## config.mk

```make
export PLATFORM = sky130hd
export DESIGN_NAME = phy_tx_lanes_flat
export DESIGN_NICKNAME = d
export VERILOG_FILES = /design/src/rtl/phy_tx_pkg.sv /design/src/rtl/phy_tx_lanes_if.sv /design/src/rtl/phy_tx_serializer.sv /design/src/rtl/phy_tx_lanes.sv /design/src/flat_wrapper.sv
export SDC_FILE = /design/constraint.sdc
export NUM_CORES = 1
export LEC_CHECK = 0
export BUFFER_PORTS_ARGS = -buffer_cell sky130_fd_sc_hd__buf_4
export CORE_MARGIN = 2
export CORE_UTILIZATION = 50
export DETAILED_ROUTE_END_ITERATION = 8
export PLACE_DENSITY = 0.77
export RECOVER_POWER = 50
export SKIP_LAST_GASP = 1
export SLEW_MARGIN = 0
export SYNTH_ARGS = -nofsm -noshare
export SYNTH_HDL_FRONTEND = slang
export SYNTH_HIERARCHICAL = 1
export SYNTH_SLANG_ARGS = --single-unit
export TNS_END_PERCENT = 5
```

## constraint.sdc

```tcl
create_clock -name clk_32f -period 3.7 [get_ports clk_32f]
set_input_delay 0.185 -clock clk_32f [delete_from_list [all_inputs] [get_ports clk_32f]]
set_output_delay 0.185 -clock clk_32f [all_outputs]
set_load 0.1 [all_outputs]
```

## src/rtl/phy_tx_pkg.sv

```systemverilog
// rtl/phy_tx_pkg.sv - shared characters, FSM encoding and width helper for the lane transmitter
package phy_tx_pkg;

  localparam logic [7:0] COM_CHAR_DEF  = 8'hBC;
  localparam logic [7:0] IDLE_CHAR_DEF = 8'h7C;

  typedef enum logic {
    ST_SYNC   = 1'b0,
    ST_ACTIVE = 1'b1
  } tx_state_e;

  // Counter width for values 0..v-1, never narrower than one bit.
  function automatic int clog2_min1(input int v);
    int r;
    r = 0;
    while ((1 << r) < v) r = r + 1;
    return (r < 1) ? 1 : r;
  endfunction

endpackage

```

## src/rtl/phy_tx_lanes_if.sv

```systemverilog
// rtl/phy_tx_lanes_if.sv - lane word source / recirculation sink bundle
interface phy_tx_lanes_if #(
  parameter int NUM_LANES = 4,
  parameter int DATA_W    = 8
) ();
  logic [NUM_LANES*DATA_W-1:0] data_in;
  logic [NUM_LANES-1:0]        valid_in;
  logic [NUM_LANES-1:0]        in_ready;
  logic [NUM_LANES*DATA_W-1:0] recirc_data;
  logic [NUM_LANES-1:0]        recirc_valid;

  modport master (
    output data_in, valid_in,
    input  in_ready, recirc_data, recirc_valid
  );

  modport slave (
    input  data_in, valid_in,
    output in_ready, recirc_data, recirc_valid
  );
endinterface

```

## src/rtl/phy_tx_serializer.sv

```systemverilog
// rtl/phy_tx_serializer.sv - MSB-first word serializer; PHY_TX_PARITY_EN appends an even parity bit per slot
module phy_tx_serializer
  import phy_tx_pkg::*;
#(
  parameter int DATA_W = 8
) (
  input  logic              clk,
  input  logic              rst_n,
  input  logic              load,
  input  logic [DATA_W-1:0] load_word,
  output logic              serial_out,
  output logic              slot_start,
  output logic              slot_end
);

`ifdef PHY_TX_PARITY_EN
  localparam int SLOT_LEN = DATA_W + 1;
`else
  localparam int SLOT_LEN = DATA_W;
`endif
  localparam int CNT_W = clog2_min1(SLOT_LEN);
  localparam logic [CNT_W-1:0] LAST_BIT = CNT_W'(SLOT_LEN - 1);

  logic [CNT_W-1:0]  bit_cnt_q, bit_cnt_d;
  logic [DATA_W-1:0] shreg_q, shreg_d;
  logic              serial_q, serial_d;
`ifdef PHY_TX_PARITY_EN
  logic              parity_q, parity_d;
`endif

  assign slot_start = (bit_cnt_q == '0);
  assign slot_end   = (bit_cnt_q == LAST_BIT);
  assign serial_out = serial_q;

  // The MSB goes straight to the output register on the load edge, so the
  // shift register only needs to hold the bits still to come.
  always_comb begin
    bit_cnt_d = slot_end ? '0 : bit_cnt_q + 1'b1;
    shreg_d   = shreg_q << 1;
    serial_d  = shreg_q[DATA_W-1];
`ifdef PHY_TX_PARITY_EN
    parity_d  = parity_q;
`endif
    if (load) begin
      shreg_d  = load_word << 1;
      serial_d = load_word[DATA_W-1];
`ifdef PHY_TX_PARITY_EN
      parity_d = ^load_word;
`endif
    end
`ifdef PHY_TX_PARITY_EN
    else if (bit_cnt_q == CNT_W'(DATA_W)) begin
      serial_d = parity_q;
    end
`endif
  end

  always_ff @(posedge clk or negedge rst_n) begin
    if (!rst_n) begin
      bit_cnt_q <= '0;
      shreg_q   <= '0;
      serial_q  <= 1'b0;
`ifdef PHY_TX_PARITY_EN
      parity_q  <= 1'b0;
`endif
    end else begin
      bit_cnt_q <= bit_cnt_d;
      shreg_q   <= shreg_d;
      serial_q  <= serial_d;
`ifdef PHY_TX_PARITY_EN
      parity_q  <= parity_d;
`endif
    end
  end

endmodule

```

## src/rtl/phy_tx_lanes.sv

```systemverilog
// rtl/phy_tx_lanes.sv - round-robin lane merger with SYNC/ACTIVE training FSM; PHY_TX_PARITY_EN adds a parity bit per slot
module phy_tx_lanes
  import phy_tx_pkg::*;
#(
  parameter int                NUM_LANES   = 4,
  parameter int                DATA_W      = 8,
  parameter logic [DATA_W-1:0] COM_CHAR    = DATA_W'(COM_CHAR_DEF),
  parameter logic [DATA_W-1:0] IDLE_CHAR   = DATA_W'(IDLE_CHAR_DEF),
  parameter int                SYNC_FRAMES = 4
) (
  input  logic             clk_32f,
  input  logic             reset,
  input  logic             active,
  phy_tx_lanes_if.slave    lanes,
  output logic             serial_out,
  output logic             link_up
);

  localparam int LANE_W = clog2_min1(NUM_LANES);
  localparam int FC_W   = clog2_min1(SYNC_FRAMES + 1);
  localparam logic [LANE_W-1:0] LAST_LANE = LANE_W'(NUM_LANES - 1);
  localparam logic [FC_W-1:0]   FC_MAX    = FC_W'(SYNC_FRAMES);

  logic                        sync1_q, sync2_q;
  logic [LANE_W-1:0]           lane_cnt_q, lane_cnt_d;
  logic [FC_W-1:0]             frame_cnt_q, frame_cnt_d, frame_cnt_inc;
  tx_state_e                   state_q, state_d;
  logic                        link_up_q, link_up_d;
  logic [NUM_LANES-1:0]        in_ready_q, in_ready_d;
  logic [NUM_LANES-1:0]        recirc_valid_q, recirc_valid_d;
  logic [NUM_LANES*DATA_W-1:0] recirc_data_q, recirc_data_d;

  logic              slot_start, slot_end, frame_end;
  logic [DATA_W-1:0] lane_word, load_word;
  logic              lane_valid;

  assign lane_word  = lanes.data_in[int'(lane_cnt_q)*DATA_W +: DATA_W];
  assign lane_valid = lanes.valid_in[lane_cnt_q];
  assign frame_end  = slot_end && (lane_cnt_q == LAST_LANE);

  always_comb begin
    load_word      = COM_CHAR;
    in_ready_d     = '0;
    recirc_valid_d = '0;
    recirc_data_d  = recirc_data_q;
    if (slot_start) begin
      if (state_q == ST_ACTIVE) begin
        load_word = lane_valid ? lane_word : IDLE_CHAR;
        if (lane_valid) in_ready_d[lane_cnt_q] = 1'b1;
      end else if (lane_valid) begin
        // Untrained link: the word is handed back to the source instead of sent.
        in_ready_d[lane_cnt_q]     = 1'b1;
        recirc_valid_d[lane_cnt_q] = 1'b1;
        recirc_data_d[int'(lane_cnt_q)*DATA_W +: DATA_W] = lane_word;
      end
    end
  end

  always_comb begin
    lane_cnt_d    = lane_cnt_q;
    frame_cnt_inc = (frame_cnt_q >= FC_MAX) ? FC_MAX : frame_cnt_q + 1'b1;
    frame_cnt_d   = frame_cnt_q;
    state_d       = state_q;
    if (slot_end) lane_cnt_d = (lane_cnt_q == LAST_LANE) ? '0 : lane_cnt_q + 1'b1;
    // State only moves on a frame boundary so a frame is never split between modes.
    if (frame_end) begin
      case (state_q)
        ST_SYNC: begin
          frame_cnt_d = frame_cnt_inc;
          if (sync2_q && (frame_cnt_inc >= FC_MAX)) state_d = ST_ACTIVE;
        end
        default: begin
          if (!sync2_q) begin
            state_d     = ST_SYNC;
            frame_cnt_d = '0;
          end
        end
      endcase
    end
    link_up_d = (state_d == ST_ACTIVE);
  end

  always_ff @(posedge clk_32f or negedge reset) begin
    if (!reset) begin
      sync1_q        <= 1'b0;
      sync2_q        <= 1'b0;
      lane_cnt_q     <= '0;
      frame_cnt_q    <= '0;
      state_q        <= ST_SYNC;
      link_up_q      <= 1'b0;
      in_ready_q     <= '0;
      recirc_valid_q <= '0;
      recirc_data_q  <= '0;
    end else begin
      sync1_q        <= active;
      sync2_q        <= sync1_q;
      lane_cnt_q     <= lane_cnt_d;
      frame_cnt_q    <= frame_cnt_d;
      state_q        <= state_d;
      link_up_q      <= link_up_d;
      in_ready_q     <= in_ready_d;
      recirc_valid_q <= recirc_valid_d;
      recirc_data_q  <= recirc_data_d;
    end
  end

  phy_tx_serializer #(.DATA_W(DATA_W)) u_ser (
    .clk        (clk_32f),
    .rst_n      (reset),
    .load       (slot_start),
    .load_word  (load_word),
    .serial_out (serial_out),
    .slot_start (slot_start),
    .slot_end   (slot_end)
  );

  assign lanes.in_ready     = in_ready_q;
  assign lanes.recirc_valid = recirc_valid_q;
  assign lanes.recirc_data  = recirc_data_q;
  assign link_up            = link_up_q;

endmodule

```

## src/flat_wrapper.sv

```systemverilog
// flat-port wrapper written by rule: the top's interface ports become plain ports
module phy_tx_lanes_flat import phy_tx_pkg::*;
#(
  parameter int                NUM_LANES   = 4,
  parameter int                DATA_W      = 8,
  parameter logic [DATA_W-1:0] COM_CHAR    = DATA_W'(COM_CHAR_DEF),
  parameter logic [DATA_W-1:0] IDLE_CHAR   = DATA_W'(IDLE_CHAR_DEF),
  parameter int                SYNC_FRAMES = 4
)
  (clk_32f, reset, active, serial_out, link_up, lanes_data_in, lanes_valid_in, lanes_in_ready, lanes_recirc_data, lanes_recirc_valid);
  phy_tx_lanes_if #(.NUM_LANES(NUM_LANES), .DATA_W(DATA_W)) lanes_i ();
  input  logic clk_32f;
  input  logic reset;
  input  logic active;
  output logic serial_out;
  output logic link_up;
  input wire logic [$bits(lanes_i.data_in)-1:0] lanes_data_in;
  input wire logic [$bits(lanes_i.valid_in)-1:0] lanes_valid_in;
  output wire logic [$bits(lanes_i.in_ready)-1:0] lanes_in_ready;
  output wire logic [$bits(lanes_i.recirc_data)-1:0] lanes_recirc_data;
  output wire logic [$bits(lanes_i.recirc_valid)-1:0] lanes_recirc_valid;
  assign lanes_i.data_in = lanes_data_in;
  assign lanes_i.valid_in = lanes_valid_in;
  assign lanes_in_ready = lanes_i.in_ready;
  assign lanes_recirc_data = lanes_i.recirc_data;
  assign lanes_recirc_valid = lanes_i.recirc_valid;
  phy_tx_lanes #(.NUM_LANES(NUM_LANES), .DATA_W(DATA_W), .COM_CHAR(COM_CHAR), .IDLE_CHAR(IDLE_CHAR), .SYNC_FRAMES(SYNC_FRAMES)) u_core (.clk_32f(clk_32f), .reset(reset), .active(active), .lanes(lanes_i), .serial_out(serial_out), .link_up(link_up));
endmodule
```

==> key figures, run 1 <==
Run status
  • Status: finished, final reports clean

Synthesis
  • Synth unique cells: 32
  • #FFs+latches synth: 59
  • Dominant cell type by area after synthesis: dfrtp_1
  • Synth top area cells: dfrtp_1, mux2_4, mux2i_1
  • Synth top area share: 50.7%
  • Synth warn: 6
  • Avg Cell Area, Syn: 13.5 um2
  • Synthesized instance count: 216
  • Syn nets: 268
  • Mapped cell area: 0.00291 mm2
  • Register area share after synthesis: 50.7%

Worst setup path
  • CP delay by family, top: simple AND/OR/NAND/NOR gates
  • Crit path launch type: flop
  • Worst-path cell chain: inv_1, ha_1, nor2b_1, buf_4, nor2b_1, nand3_4, mux2_4
  • Cell mode on critical path: nor2b_1
  • Critical path buffers and inverters: 2
  • CP required: 3.92 ns
  • Register-to-Register Path Depth: 7
  • CP Capture Type: flop
  • Slowest CP cell: nor2b_1
  • Crit Path Category: flop to flop
  • Crit-path max FO: 16
  • R2r setup slk: 1.19 ns
  • WP data arrival: 2.74 ns
  • R2R Path Start: u_core/u_ser/bit_cnt_q[0]
  • Max incr delay on CP: 0.78 ns
  • RR Endpoint: u_core/lanes.recirc_data[6]

Pwr
  • PwrDens: 466 mW/mm2
  • Leakage Power: 1.95 nW
  • VDD IR max: 0.290 mV
  • Overall power: 1.75 mW

Layout
  • Final Util: 67.6%
  • Ant diodes: 0
  • Most frequent cells in the layout: buf_4, dfrtp_1, mux2i_1, mux2_4, nor2_1
  • Fraction of final layout cells sized beyond drive strength 1: 37.9%
  • Most common cell after layout, fill and taps aside: buf_4
  • P&R area growth vs syn: 29.4%
  • Nets: 356
  • Fill cells: 436
  • Final instance area: 0.00377 mm2

STA
  • Period utilization: 68.0%
  • Slew Viols, Final: 0
  • Min Hold Slack: 0.292 ns
  • Slew margin rel.: 7.72%
  • Final Hold Vio Count: 0
  • Achievable Freq: 0.398 GHz
  • Setup Viol. Count Final: 0
  • Clock skew: 0.00765 ns
  • Setup tns final: 0 ns
  • Worst-Margin Slew: 1.38 ns
  • RSZ-0062 raised after global routing: false
  • Tmin final: 2.51 ns

Min path
  • Hold path endpoint: u_core/lanes.recirc_data[21]
  • Hold Startpoint: lanes_data_in[5]
  • Hold WC Path Type: input pin to flop
  • Cell depth of the worst hold path: 4

Place
  • Placed inst area: 0.00357 mm2
  • Gpl congestion: 0.786
  • Hpwl dp: 4520 um
  • PortBufs: 80

Job
  • Max Cap Viol: 0

Global route
  • Vias in the first global route: 1946
  • Largest net degree at the start of global routing: 60
  • Total grt overflow: 0
  • First-pass GRT wire length: 9940 um
  • Initial antenna violation count: 0
  • Tot GR Track Use: 21.2%

Clock tree
  • CTS Sinks: 59
  • Post-CTS setup buffers: 0
  • CTS max path bufs: 2
  • CTS Root Cell: clkbuf_8
  • Skew-Pair Late Insertion Delay: 0.34 ns
  • Inserted Clock Buffers: 9
  • H-tree levels: 3
  • CTS tree: done
  • Clock-pin slew on the worst setup and hold paths: 0.07 ns

Floorplan
  • Die Span X: 80.3 um
  • Core Region: 0.00557 mm2
  • Die H: 80.3 um
  • I/O pins: 81
  • Initial cell density of the core: 52.2%
  • Rows: 27
  • Die Footprint: 0.00645 mm2

Routing
  • DRT Wirelength: 6320 um
  • Number of remaining DRC errors: 0
  • Routed wire length per instance: 16.6 um
  • Vias per cell: 5.28
  • Pre-antenna DRT Iters: 4
  • Post-DRT Antenna Nets: 0
  • Via count: 2013
  • Starting DRT DRC Count: 86
## cell usage after synthesis
master / number
a21o_1: 2
a21oi_1: 1
a22o_1: 17
a31oi_1: 1
and2_1: 2
and2_2: 1
and3_1: 6
and3_2: 1
and3_4: 1
buf_1: 2
buf_2: 2
buf_4: 2
buf_6: 2
dfrtp_1: 59
ha_1: 13
inv_1: 7
mux2_2: 1
mux2_4: 23
mux2i_1: 23
mux4_2: 2
nand2_1: 4
nand2b_1: 5
nand3_4: 4
nand3b_1: 2
nor2_1: 20
nor2b_1: 3
nor3_1: 1
nor3_2: 1
nor4_4: 1
o21ai_0: 4
o22a_1: 1
or3b_1: 2
## layer usage
layer	vias up	share of wire, %	GRT usage, %	wire (um)
met5	-	0	0	0
li1	945	-	-	-
met3	9	5.6	6.40	352
met4	0	1.4	8.64	88
met2	60	45	31.6	2880
met1	999	48	28.8	3000
## how the worst max path moves through the flow
stage,from,endpoint,slack (ns),depth (start not counted)
2_1_floorplan,u_core/lane_cnt_q[0],u_core/lanes.recirc_data[16],1.67,7
3_3_place_gp,u_core/u_ser/bit_cnt_q[0],u_core/lanes.recirc_data[18],1.28,7
3_5_place_dp,u_core/u_ser/bit_cnt_q[0],u_core/lanes.recirc_data[6],1.21,7
4_1_cts,u_core/u_ser/bit_cnt_q[0],u_core/lanes.recirc_data[22],1.19,7
5_1_grt,u_core/u_ser/bit_cnt_q[0],u_core/lanes.recirc_data[23],1.02,7
6_report,u_core/u_ser/bit_cnt_q[0],u_core/lanes.recirc_data[6],1.19,7
## registers in the layout (all words and copies together) (netlist names)
register                   flops
u_core/lane_cnt_q              2
u_core/sync2_q                 1
u_core/u_ser/bit_cnt_q         3
u_core/lanes.recirc_valid      4
u_core/frame_cnt_q             3
u_core/sync1_q                 1
u_core/lanes.in_ready          4
u_core/link_up                 1
u_core/u_ser/shreg_q           7
u_core/lanes.recirc_data      32
u_core/u_ser/serial_out        1
## stage by stage
stage          cells  setup slack, ns
6_report         381             1.19
5_1_grt          381             1.02
4_1_cts          381             1.19
3_5_place_dp     363             1.21
3_3_place_gp     363             1.28
2_1_floorplan    216             1.67
## layout make-up
| cell class | instances | area [um2] | share of cell area, % |
|---|---|---|---|
| Sequential cell | 59 | 1480 | 39.2 |
| Multi-Input combinational cell | 142 | 1350 | 35.9 |
| Timing Repair Buffer | 85 | 581 | 15.4 |
| Clock buffer | 11 | 141 | 3.75 |
| Clock inverter | 5 | 100 | 2.66 |
| Tap cell | 72 | 90.1 | 2.39 |
| Inverter | 7 | 26.3 | 0.697 |
## cells by family after synthesis
kind of cell / count (synthesis) / share of synthesized area (%)
flip-flops: 59 / 50.7
AND/OR/NAND/NOR: 54 / 12.2
multiplexers: 49 / 21.7
AO/OA/AOI/OAI: 26 / 7.00
buffers and inverters: 15 / 2.79
adder cells (fa/ha/maj): 13 / 5.59
## power breakdown
group	internal, mW	switching (mW)
Combinational	0.0898	0.264
Clock	0.463	0.244
Sequential	0.675	0.0183
Total	1.23	0.527
## worst min-delay path, cell delays in order
cell     delay (ns)
buf_4          0.08
mux2i_1        0.09
nor2_1         0.11
mux2_4         0.14
## timing repair
action	CTS	global route
hold buffers	2	0
hold endpoints to repair	60	0
gates resized for setup	0	0
No activity file was read; power rests on OpenSTA's default activity.
==> run 2: changes to the inputs <==
Clock period 3.7 ns to 2.4 ns, I/O delays scaled along.
==> key figures, run 2 (same netlist as run 1, synthesis figures left out) <==
Run status
  • Status: finished, final reports clean

Routing
  • Vias per cell: 5.21
  • Number of remaining DRC errors: 0
  • Pre-antenna DRT Iters: 4
  • Post-DRT Antenna Nets: 0
  • Via count: 1997
  • Starting DRT DRC Count: 90
  • DRT Wirelength: 6280 um
  • Routed wire length per instance: 16.4 um

Worst setup path
  • Register-to-Register Path Depth: 4
  • Critical Path Sink: u_core/u_ser/shreg_q[2]
  • Crit path launch type: flop
  • Max incr delay on CP: 0.74 ns
  • RR Endpoint: u_core/u_ser/shreg_q[2]
  • Slowest CP cell: mux4_2
  • CP required: 2.62 ns
  • Crit-path max FO: 14
  • Worst-path cell chain: mux4_2, and3_4, and2_1, mux2_4
  • Crit Path Category: flop to flop
  • R2r setup slk: 0.37 ns
  • CP Capture Type: flop
  • R2R Path Start: u_core/lane_cnt_q[0]
  • Worst Setup SP: u_core/lane_cnt_q[0]
  • WP data arrival: 2.25 ns

STA
  • Achievable Freq: 0.493 GHz
  • Slew margin rel.: 6.71%
  • Worst-Margin Slew: 1.40 ns
  • Setup ws final: 0.371 ns
  • Clock skew: 0.00724 ns
  • Period utilization: 84.5%
  • RSZ-0062 raised after global routing: false
  • Final Hold Vio Count: 0
  • Slew Viols, Final: 0
  • Setup tns final: 0 ns
  • Setup Viol. Count Final: 0
  • Tmin final: 2.03 ns

Place
  • PortBufs: 80
  • DP Worst Slack: 0.383 ns
  • Hpwl dp: 4570 um
  • Gpl congestion: 0.744

Pwr
  • Overall power: 2.63 mW
  • Leakage Power: 1.95 nW
  • PwrDens: 697 mW/mm2
  • VDD IR max: 0.540 mV

Clock tree
  • Skew-Pair Late Insertion Delay: 0.33 ns
  • CTS Sinks: 59
  • CTS tree: done
  • CTS resizes: 0
  • Clock-pin slew on the worst setup and hold paths: 0.07 ns
  • CTS Root Cell: clkbuf_8
  • H-tree levels: 3
  • CTS max path bufs: 2
  • Inserted Clock Buffers: 9

Layout
  • Fraction of final layout cells sized beyond drive strength 1: 38.3%
  • P&R area growth vs syn: 29.5%
  • Ant diodes: 0
  • Most common cell after layout, fill and taps aside: buf_4
  • Final Util: 67.6%
  • Nets: 358
  • Fill cells: 451
  • Number of flip-flops in the largest register: 32
  • Most frequent cells in the layout: buf_4, dfrtp_1, mux2i_1, mux2_4, nor2_1

Global route
  • Total grt overflow: 0
  • Largest net degree at the start of global routing: 60
  • Vias in the first global route: 1960
  • First-pass GRT wire length: 9910 um
  • Initial antenna violation count: 0
  • Tot GR Track Use: 21.0%

Floorplan
  • Core Region: 0.00557 mm2
  • Die Footprint: 0.00645 mm2
  • Initial cell density of the core: 52.2%
  • Die Span X: 80.3 um
  • I/O pins: 81
  • Die H: 80.3 um
  • Rows: 27

Min path
  • Hold WC Path Type: input pin to flop

Job
  • Max Cap Viol: 0
-- run 2: worst max-delay path: cells and delay by family, from the launching register on --
kind	cells	cell delay, ns
mux	2	0.99
flops	1	0.51
simple gates	2	0.41
-- run 2: layout make-up --
class                      instances  area (um2)  share of cell area (%)
sequential                        59        1480                    39.2
multi-input combinational        142        1350                    35.9
timing repair buffer              87         596                    15.8
clock buffer                      12         155                    4.12
tap                               72        90.1                    2.39
clock inverter                     4        72.6                    1.92
inverter                           7        26.3                   0.697
-- run 2: worst min-delay path by stage --
stage                          start                            to  slack (ns)  cells past startpoint
finish              lanes_data_in[6]   u_core/lanes.recirc_data[6]        0.24                      4
CTS                 lanes_data_in[6]   u_core/lanes.recirc_data[6]        0.21                      4
global route        lanes_data_in[3]  u_core/lanes.recirc_data[19]        0.24                      4
detailed placement             reset  u_core/lanes.recirc_data[23]        0.23                      1
floorplan                      reset         u_core/frame_cnt_q[0]       -0.18                      0
global placement               reset  u_core/lanes.recirc_data[16]        0.22                      1
-- run 2: through the flow --
step	hold slack, ns	cell area (um2)	cells
floorplan	-0.176	2910	216
global placement	0.220	3580	365
detailed placement	0.228	3580	365
CTS	0.212	3830	383
global route	0.236	3770	383
finish	0.243	3770	383
-- run 2: metal layers --
layer	wire, um	global-route usage [%]	up-vias
li1	-	-	951
met1	2950	28.8	970
met2	2850	31.0	68
met3	410	6.52	8
met4	70	8.64	0
met5	0	0	-
-- run 2: report_power, final --
part           switching (mW)  total [mW]  leakage (nW)  internal, mW
Clock                   0.375        1.01         0.113         0.640
Combinational           0.409       0.547          1.12         0.138
Sequential             0.0278        1.07         0.723          1.04
-- run 2: repair_timing --
item | in CTS | in global routing
hold buffers | 2 | 0
setup buffers | 0 | 0
hold endpoints to repair | 60 | 0
==> run 3: changes to the inputs <==
Clock period 2.4 ns to 2.1 ns, I/O delays scaled along.
==> key figures, run 3 (same netlist as run 1, synthesis figures left out) <==
Min path
  • Hold WC Path Type: input pin to flop

Layout
  • Ant diodes: 0
  • Most frequent cells in the layout: buf_4, dfrtp_1, mux2i_1, mux2_4, nor2_1
  • Most common cell after layout, fill and taps aside: buf_4
  • Nets: 364
  • P&R area growth vs syn: 30.3%
  • Fraction of final layout cells sized beyond drive strength 1: 39.4%
  • Number of flip-flops in the largest register: 32
  • Final Util: 68.1%

STA
  • Period utilization: 92.1%
  • Worst-Margin Slew: 1.43 ns
  • Slew Viols, Final: 0
  • Setup ws final: 0.167 ns
  • Tmin final: 1.93 ns
  • Slew margin rel.: 4.90%
  • Min Hold Slack: 0.219 ns
  • Final Hold Vio Count: 0
  • Clock skew: 0.0104 ns
  • Setup tns final: 0 ns
  • RSZ-0062 raised after global routing: false
  • Achievable Freq: 0.517 GHz
  • Setup Viol. Count Final: 0

Worst setup path
  • CP Capture Type: flop
  • CP delay by family, top: multiplexers
  • Crit-path max FO: 8
  • Max incr delay on CP: 0.51 ns
  • Slowest CP cell: dfrtp_1
  • Crit Path Category: flop to flop
  • Cell mode on critical path: mux2i_1
  • Crit path launch type: flop
  • WP data arrival: 2.16 ns
  • Critical path buffers and inverters: 1
  • CP required: 2.33 ns
  • Worst-path cell chain: buf_4, mux2i_1, mux2i_1, nand2b_1, mux2_4

Global route
  • Total grt overflow: 0
  • First-pass GRT wire length: 10400 um
  • Initial antenna violation count: 0
  • Largest net degree at the start of global routing: 60
  • Tot GR Track Use: 22.0%
  • Vias in the first global route: 2090

Clock tree
  • CTS Root Cell: clkbuf_8
  • Clock-pin slew on the worst setup and hold paths: 0.07 ns
  • CTS resizes: 0
  • Inserted Clock Buffers: 9
  • H-tree levels: 3
  • Skew-Pair Late Insertion Delay: 0.34 ns
  • CTS tree: done
  • CTS Sinks: 59
  • Post-CTS Hold Fix Bufs: 2
  • Post-CTS setup buffers: 0
  • CTS max path bufs: 2

Place
  • DP Worst Slack: 0.179 ns
  • PortBufs: 80
  • Hpwl dp: 4760 um
  • Gpl congestion: 0.758

Pwr
  • PwrDens: 775 mW/mm2
  • VDD IR max: 0.546 mV
  • Leakage Power: 1.98 nW

Routing
  • Metal3 WL: 408 um
  • Wl on met1: 2930 um
  • Vias per cell: 5.25
  • Starting DRT DRC Count: 117
  • Post-DRT Antenna Nets: 0
  • Number of remaining DRC errors: 0
  • Pre-antenna DRT Iters: 4
  • Routed wire length per instance: 16.7 um
  • DRT Wirelength: 6490 um
  • Via count: 2043
  • Routed wl met2: 3050 um
  • Max layer used: met4

Floorplan
  • Die H: 80.3 um
  • I/O pins: 81
  • Die Span X: 80.3 um
  • Rows: 27
  • Die Footprint: 0.00645 mm2
  • Initial cell density of the core: 52.2%
  • Core Region: 0.00557 mm2

Run status
  • Status: finished, final reports clean

Job
  • Max Cap Viol: 0
run 3: power breakdown:
group          switching, mW  total (mW)  internal [mW]
clock network          0.436        1.10          0.660
logic                  0.468       0.627          0.159
registers             0.0319        1.22           1.19
run 3: per-layer routing:
layer  track usage [%]  vias to the layer above
met5                 0                        -
met4              10.0                        0
met3              5.84                       12
met2              33.0                       73
met1              29.8                      999
li1                  -                      959
run 3: worst reg2reg max path, cell delays in order, from the launching register on:
cell and delay (ns):
dfrtp_1 0.51, buf_4 0.26, mux2i_1 0.41, mux2i_1 0.21, nand2b_1 0.19, mux2_4 0.25
run 3: worst paths after layout:
| kind | from | endpoint | slack, ns | cells past startpoint |
|---|---|---|---|---|
| max | u_core/lane_cnt_q[1] | u_core/u_ser/shreg_q[3] | 0.17 | 5 |
| min | lanes_data_in[5] | u_core/lanes.recirc_data[21] | 0.22 | 4 |
| max reg2reg | u_core/lane_cnt_q[1] | u_core/u_ser/shreg_q[3] | 0.17 | 5 |
| min reg2reg | u_core/sync1_q | u_core/sync2_q | 0.36 | 0 |
| max in group asynchronous | reset | u_core/u_ser/bit_cnt_q[2] | 0.59 | 2 |
| min in group asynchronous | reset | u_core/lanes.recirc_valid[1] | 0.64 | 2 |
run 3: metrics by stage:
stage	cells	power (mW)	instance area, um2
6_report	389	2.94	3790
5_1_grt	389	3.06	3790
4_1_cts	389	2.99	3860
3_5_place_dp	371	1.88	3630
3_3_place_gp	371	1.87	3630
2_1_floorplan	216	1.69	2910
run 3: cell type report:
type                    instances  area (um2)
repair buffers                 93         641
well taps                      72        90.1
multi-input cells             142        1350
inverters                       7        26.3
fillers                       434        1780
clock buffers                  10         128
clock inverters                 6        80.1
flip-flops and latches         59        1480
